File: src/rtl/pfd_lockdet.sv
// Clocked phase-frequency detector: oversamples ref/fb on clk, drives UP/DN with a
// guaranteed overlap pulse, reports signed phase error, slip count and a lock flag.
module pfd_lockdet #(
  parameter int MIN_PW     = 2,
  parameter int ERR_W      = 8,
  parameter int LOCK_TOL   = 1,
  parameter int LOCK_CNT   = 16,
  parameter int UNLOCK_CNT = 4,
  parameter int SLIP_W     = 8
) (
  input  logic              clk,
  input  logic              rst_n,
  input  logic              en,
  input  logic              ref_in,
  input  logic              fb_in,
  output logic              up,
  output logic              dn,
  output logic [ERR_W-1:0]  phase_err,
  output logic              err_valid,
  output logic              lock,
  output logic [SLIP_W-1:0] slip_cnt
);

  localparam int PW_W   = $clog2(MIN_PW + 1);
  localparam int GOOD_W = $clog2(LOCK_CNT + 1);
  localparam int BAD_W  = $clog2(UNLOCK_CNT + 1);

  localparam logic [ERR_W-1:0]  ERR_MAX   = {1'b0, {(ERR_W-1){1'b1}}};
  localparam logic [ERR_W-1:0]  ERR_MIN   = ~ERR_MAX + ERR_W'(1);
  localparam logic [ERR_W-1:0]  TOL       = ERR_W'(LOCK_TOL);
  localparam logic [PW_W-1:0]   PW_LAST   = PW_W'(MIN_PW - 1);
  localparam logic [GOOD_W-1:0] GOOD_MAX  = GOOD_W'(LOCK_CNT);
  localparam logic [GOOD_W-1:0] GOOD_LAST = GOOD_W'(LOCK_CNT - 1);
  localparam logic [BAD_W-1:0]  BAD_MAX   = BAD_W'(UNLOCK_CNT);
  localparam logic [BAD_W-1:0]  BAD_LAST  = BAD_W'(UNLOCK_CNT - 1);

  typedef enum logic [1:0] {IDLE, UP_ONLY, DN_ONLY, RST} state_t;

  state_t             state, state_nx;
  logic [2:0]         ref_sync, fb_sync;
  logic               ref_r, fb_r, ref_e, fb_e;
  logic [ERR_W-1:0]   acc, acc_nx, err_nx, err_mag;
  logic [PW_W-1:0]    pw_cnt, pw_nx;
  logic               pend_ref, pend_fb, pend_ref_nx, pend_fb_nx;
  logic               load_err, slip, aligned;
  logic [GOOD_W-1:0]  good;
  logic [BAD_W-1:0]   bad;

  // Bits [1:0] are the metastability synchroniser; bit 2 only feeds edge detection.
  always_ff @(posedge clk or negedge rst_n) begin
    if (!rst_n) begin
      ref_sync <= '0;
      fb_sync  <= '0;
    end else begin
      ref_sync <= {ref_sync[1:0], ref_in};
      fb_sync  <= {fb_sync[1:0], fb_in};
    end
  end

  assign ref_r = ref_sync[1] & ~ref_sync[2];
  assign fb_r  = fb_sync[1] & ~fb_sync[2];
  assign ref_e = ref_r | pend_ref;
  assign fb_e  = fb_r | pend_fb;

  always_comb begin
    state_nx    = state;
    acc_nx      = acc;
    pw_nx       = pw_cnt;
    pend_ref_nx = pend_ref;
    pend_fb_nx  = pend_fb;
    load_err    = 1'b0;
    err_nx      = acc;
    slip        = 1'b0;
    if (!en) begin
      state_nx    = IDLE;
      pend_ref_nx = 1'b0;
      pend_fb_nx  = 1'b0;
    end else begin
      case (state)
        IDLE: begin
          pend_ref_nx = 1'b0;
          pend_fb_nx  = 1'b0;
          if (ref_e && fb_e) begin
            state_nx = RST;
            acc_nx   = '0;
            err_nx   = '0;
            load_err = 1'b1;
            pw_nx    = '0;
          end else if (ref_e) begin
            state_nx = UP_ONLY;
            acc_nx   = ERR_W'(1);
          end else if (fb_e) begin
            state_nx = DN_ONLY;
            acc_nx   = '1;
          end
        end
        UP_ONLY: begin
          // A simultaneous ref edge is absorbed into this comparison, not a slip.
          if (fb_r) begin
            state_nx = RST;
            load_err = 1'b1;
            pw_nx    = '0;
          end else begin
            if (acc != ERR_MAX) acc_nx = acc + ERR_W'(1);
            slip = ref_r;
          end
        end
        DN_ONLY: begin
          if (ref_r) begin
            state_nx = RST;
            load_err = 1'b1;
            pw_nx    = '0;
          end else begin
            if (acc != ERR_MIN) acc_nx = acc - ERR_W'(1);
            slip = fb_r;
          end
        end
        RST: begin
          if (ref_r) pend_ref_nx = 1'b1;
          if (fb_r)  pend_fb_nx  = 1'b1;
          if (pw_cnt == PW_LAST) state_nx = IDLE;
          else                   pw_nx    = pw_cnt + PW_W'(1);
        end
        default: state_nx = IDLE;
      endcase
    end
  end

  always_ff @(posedge clk or negedge rst_n) begin
    if (!rst_n) begin
      state     <= IDLE;
      up        <= 1'b0;
      dn        <= 1'b0;
      acc       <= '0;
      pw_cnt    <= '0;
      pend_ref  <= 1'b0;
      pend_fb   <= 1'b0;
      phase_err <= '0;
      err_valid <= 1'b0;
      slip_cnt  <= '0;
    end else begin
      state     <= state_nx;
      up        <= (state_nx == UP_ONLY) || (state_nx == RST);
      dn        <= (state_nx == DN_ONLY) || (state_nx == RST);
      acc       <= acc_nx;
      pw_cnt    <= pw_nx;
      pend_ref  <= pend_ref_nx;
      pend_fb   <= pend_fb_nx;
      err_valid <= load_err;
      if (load_err) phase_err <= err_nx;
      if (slip && (slip_cnt != '1)) slip_cnt <= slip_cnt + SLIP_W'(1);
    end
  end

  assign err_mag = phase_err[ERR_W-1] ? (~phase_err + ERR_W'(1)) : phase_err;
  assign aligned = (err_mag <= TOL);

  // Lock hysteresis: evaluated on the err_valid strobe, a slip clears lock at once.
  always_ff @(posedge clk or negedge rst_n) begin
    if (!rst_n) begin
      good <= '0;
      bad  <= '0;
      lock <= 1'b0;
    end else if (!en) begin
      good <= '0;
      bad  <= '0;
      lock <= 1'b0;
    end else if (slip) begin
      good <= '0;
      lock <= 1'b0;
    end else if (err_valid) begin
      if (aligned) begin
        bad <= '0;
        if (good != GOOD_MAX) good <= good + GOOD_W'(1);
        if (good >= GOOD_LAST) lock <= 1'b1;
      end else begin
        good <= '0;
        if (bad != BAD_MAX) bad <= bad + BAD_W'(1);
        if (bad >= BAD_LAST) lock <= 1'b0;
      end
    end
  end

endmodule

File: config.mk
export PLATFORM = sky130hd
export DESIGN_NAME = pfd_lockdet
export DESIGN_NICKNAME = d
export VERILOG_FILES = /design/src/rtl/pfd_lockdet.sv
export SDC_FILE = /design/constraint.sdc
export NUM_CORES = 1
export LEC_CHECK = 0
export CORE_AREA = 2 2 78 98
export DETAILED_ROUTE_END_ITERATION = 6
export DIE_AREA = 0 0 80 100
export HOLD_SLACK_MARGIN = 0.08
export PLACE_DENSITY_LB_ADDON = 0.05
export SLEW_MARGIN = 40
export SYNTH_ARGS = -nofsm -noshare
export SYNTH_HDL_FRONTEND = slang
export SYNTH_SLANG_ARGS = --single-unit
File: constraint.sdc
create_clock -name clk -period 2.4 [get_ports clk]
set_input_delay 0.36 -clock clk [delete_from_list [all_inputs] [get_ports clk]]
set_output_delay 0.36 -clock clk [all_outputs]
set_load 0.01 [all_outputs]
==> summary.txt <==
Run status
  – Outcome: completed

Critical path
  – Critical path arrival: 2.50 ns
  – Crit-path max FO: 5
  – Start-to-end type of the worst setup path: reg2reg
  – Capturing element type of the critical path: flip-flop
  – Required time of the critical path: 2.65 ns
  – Startpoint kind of the worst setup timing path: flip-flop

Synthesis
  – Complex-gate fraction of the synthesized area: 0.196
  – Syn_nets: 308
  – Simple-Gate Fraction of Synth Area: 0.181
  – Mapped Avg Cell Area: 9.74 um^2
  – Commonest register cell after synthesis: sky130_fd_sc_hd__dfrtp_1
  – Proportion of synthesized area in mux cells: 0.0191
  – Number of unique standard cell types used by synthesis: 54
  – Fraction of the yosys area taken by sequential cells: 0.427
  – Number of register bits inferred by synthesis: 47
  – Total of warnings raised by yosys: 0
  – Synthesized-area fraction occupied by adder cells: 0.0936
  – Share of synthesized registers carrying an async set or reset: 1.00
  – Cell area after technology mapping: 0.00276 mm^2
  – Number of cells produced by synthesis: 283
  – EDFF count, synth: 0
  – XOR/XNOR Fraction of Synth Area: 0.0318
  – Combinational family with the most area after synthesis: compound AO/OA/AOI/OAI gates

STA
  – Post-route minimum period: 2.26 ns
  – Part of the cycle the worst path needs: 0.941
  – Least-Margin Pin Slew: 0.610 ns
  – Setup total negative slack: 0 ns
  – Final Skew: 0.0121 ns
  – Hold Violations, Final: 0
  – Number of pins exceeding their max-slew limit in the final report: 0
  – Number of failing setup endpoints in the final timing report: 0
  – RSZ-0062 raised after global routing: yes
  – Max transition margin: 0.593
  – Top achievable clock speed: 0.443 GHz

Power
  – Clock group share of total power: 0.134
  – Power Density: 1070 mW/mm^2
  – Proportion of power drawn by combinational gates: 0.529
  – Final Total Pwr: 0.00358 W
  – Leakage component of the power: 1.43 nW
  – Maximum vdd drop: 0.502 mV
  – Net switching fraction of the power: 0.417
  – Sequential Power Share: 0.337
  – Cell-internal power: 0.00209 W
  – Switching power: 0.00149 W

GRT
  – First-pass GRT wire length: 10700 um
  – Antenna violations before repair: 0
  – Tot GR Track Use: 0.169
  – Pin count of the biggest net entering global routing: 48
  – Total overflow reported by the global router: 0
  – Vias in the first global route: 2193

Floorplan
  – Placement row count: 35
  – Starting density of the core: 0.384
  – Core Footprint: 0.00718 mm^2
  – Number of ports placed on the die boundary: 25
  – Die boundary height: 100 um
  – Floorplan die area: 0.00800 mm^2
  – Die width: 80 um

Route
  – Routed len/inst: 14.7 um
  – DRT antenna net count: 0
  – DR iter-0 viols: 149
  – Vias post-DR: 2234
  – Post-detailed-route DRC marker count: 0
  – Detail-routed via count per cell: 5.31
  – Sum of routed wire length over all layers: 6180 um
  – Router iterations before antenna repair: 4

Clock tree
  – CTS tree: done
  – Clock tree root buffer cell: sky130_fd_sc_hd__clkbuf_8
  – Clock edge transition at the registers on the reported setup and hold paths: 0.09 ns
  – CTS max path bufs: 2
  – Clock network latency to the later pin of the worst-skew pair: 0.30 ns
  – Clock sink count: 47
  – Post CTS Setup Buffer Count: 0
  – Number of clock buffers inserted by TritonCTS: 5
  – Number of levels the H-tree was split into: 2

Min path
  – Path class of the lowest-slack min-delay path: in2async

Run
  – Max Cap Violations: 0

Placed design
  – Instance area after placement: 0.00322 mm^2
  – Number of I/O port buffers: 24
  – Routability Congestion: 0.789
  – Detail Placement HPWL: 4650 um
  – Cell Count Post-Placement: 413

Cells and area
  – Non-Filler Instances: 421
  – Ratio of cells with drive above 1 in the final layout: 0.137
  – Nets: 353
  – Post-route cell area: 0.00334 mm^2
  – Area growth, synth to finish: 21.1%
  – Antenna cells: 0
worst paths after layout:
path	cells after the start	startpoint	slack (ns)	endpoint
max in group asynchronous	2	rst_n	1.84	err_valid$_DFF_PN0_
min in group clk	0	ref_sync[0]$_DFF_PN0_	0.36	ref_sync[1]$_DFF_PN0_
min reg2reg	0	ref_sync[0]$_DFF_PN0_	0.36	ref_sync[1]$_DFF_PN0_
min	2	rst_n	0.15	acc[7]$_DFFE_PN0P_
max	9	state[0]$_DFF_PN0_	0.14	acc[7]$_DFFE_PN0P_
max reg2reg	9	state[0]$_DFF_PN0_	0.14	acc[7]$_DFFE_PN0P_
cells in the mapped netlist (all sizes together), types with 4 or more instances:
master | count | share of area
dfrtp | 47 | 0.43
o31ai | 11 | 0.030
and3 | 6 | 0.014
ha | 19 | 0.086
nor3 | 4 | 0.0073
xnor2 | 8 | 0.025
a21oi | 19 | 0.037
nand4 | 5 | 0.011
inv | 30 | 0.041
nor2 | 16 | 0.022
o21ai | 18 | 0.033
or3 | 4 | 0.0091
nand2 | 28 | 0.038
a311oi | 5 | 0.022
a211oi | 5 | 0.017
a22oi | 5 | 0.014
nand3 | 8 | 0.015
flip-flops by register name (all words and copies together), names as in the netlist, 2 cells and up:
signal and cells:
slip_cnt 8, acc 8, fb_sync 3, bad 3, good 5, pw_cnt 2, state 2, ref_sync 3
phase_err 8
metrics by stage:
| step | setup slack [ns] | hold slack [ns] | util |
|---|---|---|---|
| 2_1_floorplan | 0.0273 | 0.0644 | - |
| 3_3_place_gp | 0.114 | 0.335 | 0.448 |
| 3_5_place_dp | 0.0657 | 0.336 | 0.448 |
| 4_1_cts | 0.0320 | 0.182 | 0.461 |
| 5_1_grt | -0.00762 | 0.204 | 0.464 |
| 6_report | 0.141 | 0.149 | 0.464 |
final cells by class:
cell class / count / area, um^2
fill: 722 / 3850
multi-input combinational: 201 / 1470
sequential: 47 / 1180
timing repair buffer: 43 / 378
tap: 92 / 115
inverter: 30 / 113
clock buffer: 5 / 68.8
clock inverter: 3 / 20.0
worst max-delay path: stages, from the launching register on:
cell and delay (ns):
sky130_fd_sc_hd__dfrtp_1 0.39, sky130_fd_sc_hd__inv_1 0.11, sky130_fd_sc_hd__ha_2 0.23, sky130_fd_sc_hd__buf_4 0.17
sky130_fd_sc_hd__ha_1 0.24, sky130_fd_sc_hd__or3_1 0.35, sky130_fd_sc_hd__o211ai_1 0.13, sky130_fd_sc_hd__xnor2_1 0.11
sky130_fd_sc_hd__or4_1 0.40, sky130_fd_sc_hd__nand3_1 0.09
power by group through the flow:
| stage | clock network, W | logic, W | registers [W] |
|---|---|---|---|
| 3_3_place_gp | 0 | 0.00185 | 0.00122 |
| 6_report | 0.000480 | 0.00189 | 0.00121 |
| 2_1_floorplan | 0 | 0.00112 | 0.00122 |
| 4_1_cts | 0.000504 | 0.00187 | 0.00120 |
| 5_1_grt | 0.000543 | 0.00213 | 0.00125 |
| 3_5_place_dp | 0 | 0.00186 | 0.00122 |
logic make-up (layout without fill, tap and decap cells):
logic type,after synthesis,in the layout
AND/OR/NAND/NOR,91,91
flip-flops,47,47
XOR/XNOR,10,10
adder cells (fa/ha/maj),20,20
buffers and inverters,35,81
multiplexers,5,5
AO/OA/AOI/OAI,75,75
placed cells by master (no fill, tap or decap), types with 2 or more instances in the layout:
cell type	netlist	routed
sky130_fd_sc_hd__a21oi_2	2	2
sky130_fd_sc_hd__nand4b_1	3	3
sky130_fd_sc_hd__xor2_1	2	2
sky130_fd_sc_hd__buf_4	0	19
sky130_fd_sc_hd__nand3_1	8	8
sky130_fd_sc_hd__nor3b_1	2	2
sky130_fd_sc_hd__dfrtp_1	47	47
sky130_fd_sc_hd__inv_1	29	29
sky130_fd_sc_hd__a311oi_1	4	4
sky130_fd_sc_hd__and3_1	6	6
sky130_fd_sc_hd__ha_4	0	2
sky130_fd_sc_hd__o21ai_1	1	2
sky130_fd_sc_hd__a211oi_2	2	2
sky130_fd_sc_hd__nor2_1	16	16
sky130_fd_sc_hd__nand4_1	5	5
sky130_fd_sc_hd__a22oi_1	5	5
sky130_fd_sc_hd__nand2b_1	3	3
sky130_fd_sc_hd__ha_1	19	16
sky130_fd_sc_hd__o211ai_1	3	3
sky130_fd_sc_hd__nand2_1	28	28
sky130_fd_sc_hd__clkdlybuf4s50_1	0	23
sky130_fd_sc_hd__mux2i_1	3	3
sky130_fd_sc_hd__nor3_1	4	4
sky130_fd_sc_hd__xnor2_1	8	8
sky130_fd_sc_hd__o21ai_0	17	16
sky130_fd_sc_hd__clkbuf_8	0	5
sky130_fd_sc_hd__a211oi_1	3	3
sky130_fd_sc_hd__o31ai_1	11	11
sky130_fd_sc_hd__or3_1	4	4
sky130_fd_sc_hd__clkinvlp_4	0	2
sky130_fd_sc_hd__nand3b_1	2	2
sky130_fd_sc_hd__a21oi_1	17	17
layer usage:
| layer | part of all wire | up-vias | routed length [um] | global-route usage |
|---|---|---|---|---|
| met5 | 0 | - | 0 | 0 |
| met3 | 0.023 | 7 | 145 | 0.0279 |
| met1 | 0.45 | 1085 | 2770 | 0.212 |
| met2 | 0.52 | 33 | 3210 | 0.298 |
| met4 | 0.0092 | 0 | 57 | 0.0482 |
| li1 | - | 1109 | - | - |
what timing repair did:
action                                  in CTS  in global routing
resized for setup                            0                  5
hold buffers                                 0                  0
endpoints found under the setup margin       0                  5
No activity file was read; power rests on OpenSTA's default activity.
==> RTL change 1 (same flow settings) <==
Encoding of `state_t`: now one-hot (4 bits for 4 states).
--- a/src/rtl/pfd_lockdet.sv
+++ b/src/rtl/pfd_lockdet.sv
@@ -34,7 +34,7 @@
   localparam logic [BAD_W-1:0]  BAD_MAX   = BAD_W'(UNLOCK_CNT);
   localparam logic [BAD_W-1:0]  BAD_LAST  = BAD_W'(UNLOCK_CNT - 1);
 
-  typedef enum logic [1:0] {IDLE, UP_ONLY, DN_ONLY, RST} state_t;
+  typedef enum logic [3:0] {IDLE = 4'b0001, UP_ONLY = 4'b0010, DN_ONLY = 4'b0100, RST = 4'b1000} state_t;
 
   state_t             state, state_nx;
   logic [2:0]         ref_sync, fb_sync;
Check against the original RTL: same outputs for any inputs over 10 cycles, from zero or initial values and one cycle with rst_n low; not proved beyond that.
==> RTL change 1 against the unedited design <==
Synthesized area up 0.77%. Cell area is 6.2% higher. Clock power up 11%. Wire length about the same. Power shrank 20%. Sequential cell count up 3. Die area is the same. The run now ends with negative setup slack left. Setup slack worse by 0.23 ns.
==> RTL change 1: results (changes against the unedited design) <==
wl_per_cell_um: 14.01  # -4.6%
ys_top_cells_by_area: "dfrtp_1, ha_1, o21ai_0"
worst_slew_pin_slew_ns: 0.6409  # +0.03048 ns
clock_cell_area_share_pct: 2.685  # +0.021 points
vias_per_cell: 5.345  # +0.72%
buf_share_pct: 13.74  # +2.4 points
stdcell_count: 441  # +4.8%
place_area_sq_um: 3367  # +4.6%
finalSetupViolations: 2  # +2
fin_nets: 369  # +4.5%
crit_path_start: "state[0]"
globalRouteMet1Util_pct: 22.40  # +1.2 points
synth_cell_type_count: 57  # +5.6%
netlist_instances: 291  # +2.8%
dpl.cell_count: 429  # +3.9%
gr-usage-all-layers_pct: 16.97  # +0.076 points
multi_input_cells: 218  # +8.5%
wl_met1_um: 2841  # +2.7%
grt_use_met2_pct: 28.53  # -1.3 points
status: "complete, but fails checks"
p_leak_nw: 1.565  # +9.3%
dr_wl_met3_um: 139  # -4.1%
drive_gt1_share_pct: 19.48  # +5.8 points
violations: "negative setup slack"
seq_share_pct: 35.36  # +0.10 points
grt_max_degree: 51  # +6.3%
grt_util_met3_pct: 2.518  # -0.27 points
grt_first_pass_wirelength_um: 10810  # +1.2%
dp_slack_ns: -0.2596  # -0.3253 ns
inverters: 17  # -43%
timing.setup.tns_ns: -0.1246  # -0.1246 ns
multi_input_area_sq_um: 1521  # +3.8%
area_growth_pct: 27.58
syn-num-nets: 312  # +1.3%
postLayoutSetupSlackWorst_ns: -0.09208  # -0.2335 ns
cp.arrival_ns: 2.71  # +0.21 ns
ir_worst_vdd_v: 0.0003800  # -24%
netlist_top_cells_count: "dfrtp_1, nand2_1, o21ai_0"
fin_skew_ns: 0.009565  # -0.002579 ns
RTL change 1: cells by family after synthesis:
| family | Yosys count | share of synthesized area (%) |
|---|---|---|
| XOR/XNOR | 11 | 3.470 |
| buffers and inverters | 23 | 3.830 |
| multiplexers | 8 | 3.109 |
| adder cells (fa/ha/maj) | 16 | 7.481 |
| AND/OR/NAND/NOR | 113 | 20.87 |
| flip-flops | 50 | 45.11 |
| AO/OA/AOI/OAI | 70 | 16.13 |
RTL change 1: worst max-delay path: stages, from the launching register on:
cell and delay (ns):
dfstp_2 0.38, or4b_4 0.58, inv_8 0.11, ha_4 0.20, a21oi_4 0.12, o211ai_1 0.13, o41ai_2 0.23, buf_4 0.17
mux2i_1 0.19, a21oi_1 0.08, o22a_1 0.19
RTL change 1: timing repair:
| item | in CTS | in global routing |
|---|---|---|
| pin swaps | 5 | 3 |
| hold endpoints to repair | 0 | 0 |
| buffers inserted | 4 | 0 |
| gates resized for setup | 10 | 6 |
| cloned | 0 | 0 |
| endpoints found under the setup margin | 15 | 15 |
RTL change 1: report_power, final:
group / internal, W / switching (W) / leakage (nW)
registers: 0.00101 / 0.000225 / 0.638
clock network: 0.000217 / 0.000316 / 0.0495
logic: 0.000610 / 0.000506 / 0.878
total: 0.00184 / 0.00105 / 1.57
RTL change 1: worst min-delay path by stage:
stage                 from          end  slack, ns  depth (start not counted)
2_1_floorplan        rst_n       acc[0]       0.06                          0
3_3_place_gp   ref_sync[0]  ref_sync[1]       0.33                          0
3_5_place_dp    fb_sync[0]   fb_sync[1]       0.34                          0
4_1_cts              rst_n  slip_cnt[7]       0.17                          2
5_1_grt              rst_n       acc[7]       0.22                          2
6_report             rst_n      good[2]       0.14                          2
==> RTL change 2 (same settings) <==
Without the edit above. `LOCK_CNT`: 16 -> 32.
--- a/src/rtl/pfd_lockdet.sv
+++ b/src/rtl/pfd_lockdet.sv
@@ -4,7 +4,7 @@
   parameter int MIN_PW     = 2,
   parameter int ERR_W      = 8,
   parameter int LOCK_TOL   = 1,
-  parameter int LOCK_CNT   = 16,
+  parameter int LOCK_CNT   = 32,
   parameter int UNLOCK_CNT = 4,
   parameter int SLIP_W     = 8
 ) (
Check against the original RTL: same outputs for any inputs over 10 cycles, from zero or initial values and one cycle with rst_n low; that may be too few to reach the edited logic, so the function may still have changed.
==> RTL change 2 against the unedited design <==
Power is 1.5% lower. Setup slack better by 0.038 ns. Wire length decreased by 1.6%. Sequential share of layout area up 1.1 points. Synthesized area is 0.77% higher. Cell area shrank 0.90%. Sequential cell count increased by 1. Hold slack worse by 0.0045 ns. Largest power group unchanged. Highest routed layer unchanged.
==> RTL change 2: results (changes against the unedited design) <==
fin_nets: 357  # +1.1%
p_leak_nw: 1.396  # -2.5%
portBuffers: 24  # unchanged
fin_skew_ns: 0.01652  # +0.004373 ns
grt_max_degree: 49  # +2.1%
place_congestion: 0.8340  # +5.7%
ys_top_cells_by_area: "dfrtp_1, ha_1, nand2_1"
clk_pin_slew_worst_paths_ns: 0.10
synth_cell_type_count: 53  # -1.9%
drt_wl_total_um: 6081  # -1.6%
yosys_warnings: 0  # unchanged
nFillCells: 725  # +0.42%
antennaDiodeCount: 0  # unchanged
globalRouteMet1Util_pct: 23.14  # +2.0 points
gr-usage-all-layers_pct: 16.73  # -0.17 points
antenna_found_initial: 0  # unchanged
worst_slew_pin_slew_ns: 0.6240  # +0.01354 ns
async_flop_share_pct: 100.0  # unchanged
grt_use_met2_pct: 26.86  # -2.9 points
vias_per_cell: 5.202  # -2.0%
cts_made_buffers: 5  # unchanged
gr-total-overflow: 0  # unchanged
cp.arrival_ns: 2.47  # -0.03 ns
syn-num-nets: 316  # +2.6%
hpwl_um: 4447  # -4.3%
netlist_top_cells_count: "dfrtp_1, nand2_1, inv_1"
cts_root_buffer: "clkbuf_8"
grt_util_met3_pct: 2.788  # unchanged
grt_first_pass_wirelength_um: 10640  # -0.39%
h-tree-depth: 2  # unchanged
path_max_fanout: 8  # +3
drive_gt1_share_pct: 11.68  # -2.0 points
clock_path_buffers: 2  # unchanged
hp-class: "in2async"
reg.largest.list: "acc: 8 flops, phase_err: 8 flops, slip_cnt: 8 flops"
drtIter0Drc: 69  # -54%
post_cts.repair.setup_buffers: 0  # unchanged
grt_pass1_vias: 2125  # -3.1%
ir_worst_vdd_v: 0.0006605  # +31%
crit_path_start: "state[0]"
status: "completed"
ys_seq_area_share_pct: 43.26  # +0.57 points
[RTL change 2: changes by cell type in the layout (fill, tap and decap cells not counted), moves of 3 or more]
cell	before	now
o21ai_0	16	20
a21oi_1	17	21
inv_1	29	24
nand2_1	28	31
buf_4	19	16
[RTL change 2: repair_timing]
action | in CTS | in global routing
setup endpoints to repair | 0 | 11
resized for setup | 0 | 3
hold endpoints to repair | 0 | 0
[RTL change 2: metrics by stage]
stage	cells	total power [W]	setup slack, ns	cell area (sq um)
2_1_floorplan	292	0.002369	0.04805	2776
3_3_place_gp	418	0.003025	0.1078	3206
3_5_place_dp	418	0.003023	0.04321	3206
4_1_cts	426	0.003564	0.02813	3303
5_1_grt	426	0.003840	0.004983	3306
6_report	426	0.003530	0.1794	3306
[RTL change 2: per-layer routing]
layer	wire, um	vias up	part of all wire [%]
met4	80	0	1.3
met5	0	-	0
met1	2972	1060	49
met2	2920	20	48
li1	-	1129	-
met3	107	7	1.8
[RTL change 2: kinds of logic (layout without fill, tap and decap cells)]
| kind of cell | count (synthesis) | in the layout | synth area share, % |
|---|---|---|---|
| buffers and inverters | 31 | 73 | 4.867 |
| AND/OR/NAND/NOR | 103 | 103 | 19.78 |
| flip-flops | 48 | 48 | 43.26 |
| AO/OA/AOI/OAI | 77 | 77 | 18.57 |
| multiplexers | 4 | 4 | 1.532 |
| adder cells (fa/ha/maj) | 19 | 19 | 8.833 |
| XOR/XNOR | 10 | 10 | 3.155 |
[RTL change 2: area by class of cell]
class | instances | share of cell area, %
clock buffers | 6 | 2.498
clock inverters | 2 | 0.4542
inverters | 25 | 2.839
multi-input cells | 213 | 43.64
flip-flops and latches | 48 | 36.34
well taps | 92 | 3.482
repair buffers | 40 | 10.75
[RTL change 2: path summary, 6_finish.rpt]
path	to	slack, ns	depth (start not counted)
max reg2reg	acc[7]	0.18	9
min reg2reg	ref_sync[1]	0.36	0
max	acc[7]	0.18	9
max in group asynchronous	good[2]	1.84	2
min in group clk	ref_sync[1]	0.36	0
min	phase_err[2]	0.14	2
[RTL change 2: critical path, cell delays in order, from the launching register on]
cell       delay [ns]
dfrtp_1          0.38
inv_1            0.08
ha_2             0.28
ha_1             0.26
a21oi_1          0.27
o2111ai_1        0.16
o211ai_1         0.13
xnor2_1          0.10
or4_1            0.41
nand3_1          0.10
[RTL change 2: power by group]
part | internal (W) | switching [W]
combinational | 0.000825 | 0.000959
sequential | 0.000996 | 0.000225
clock | 0.000234 | 0.000291
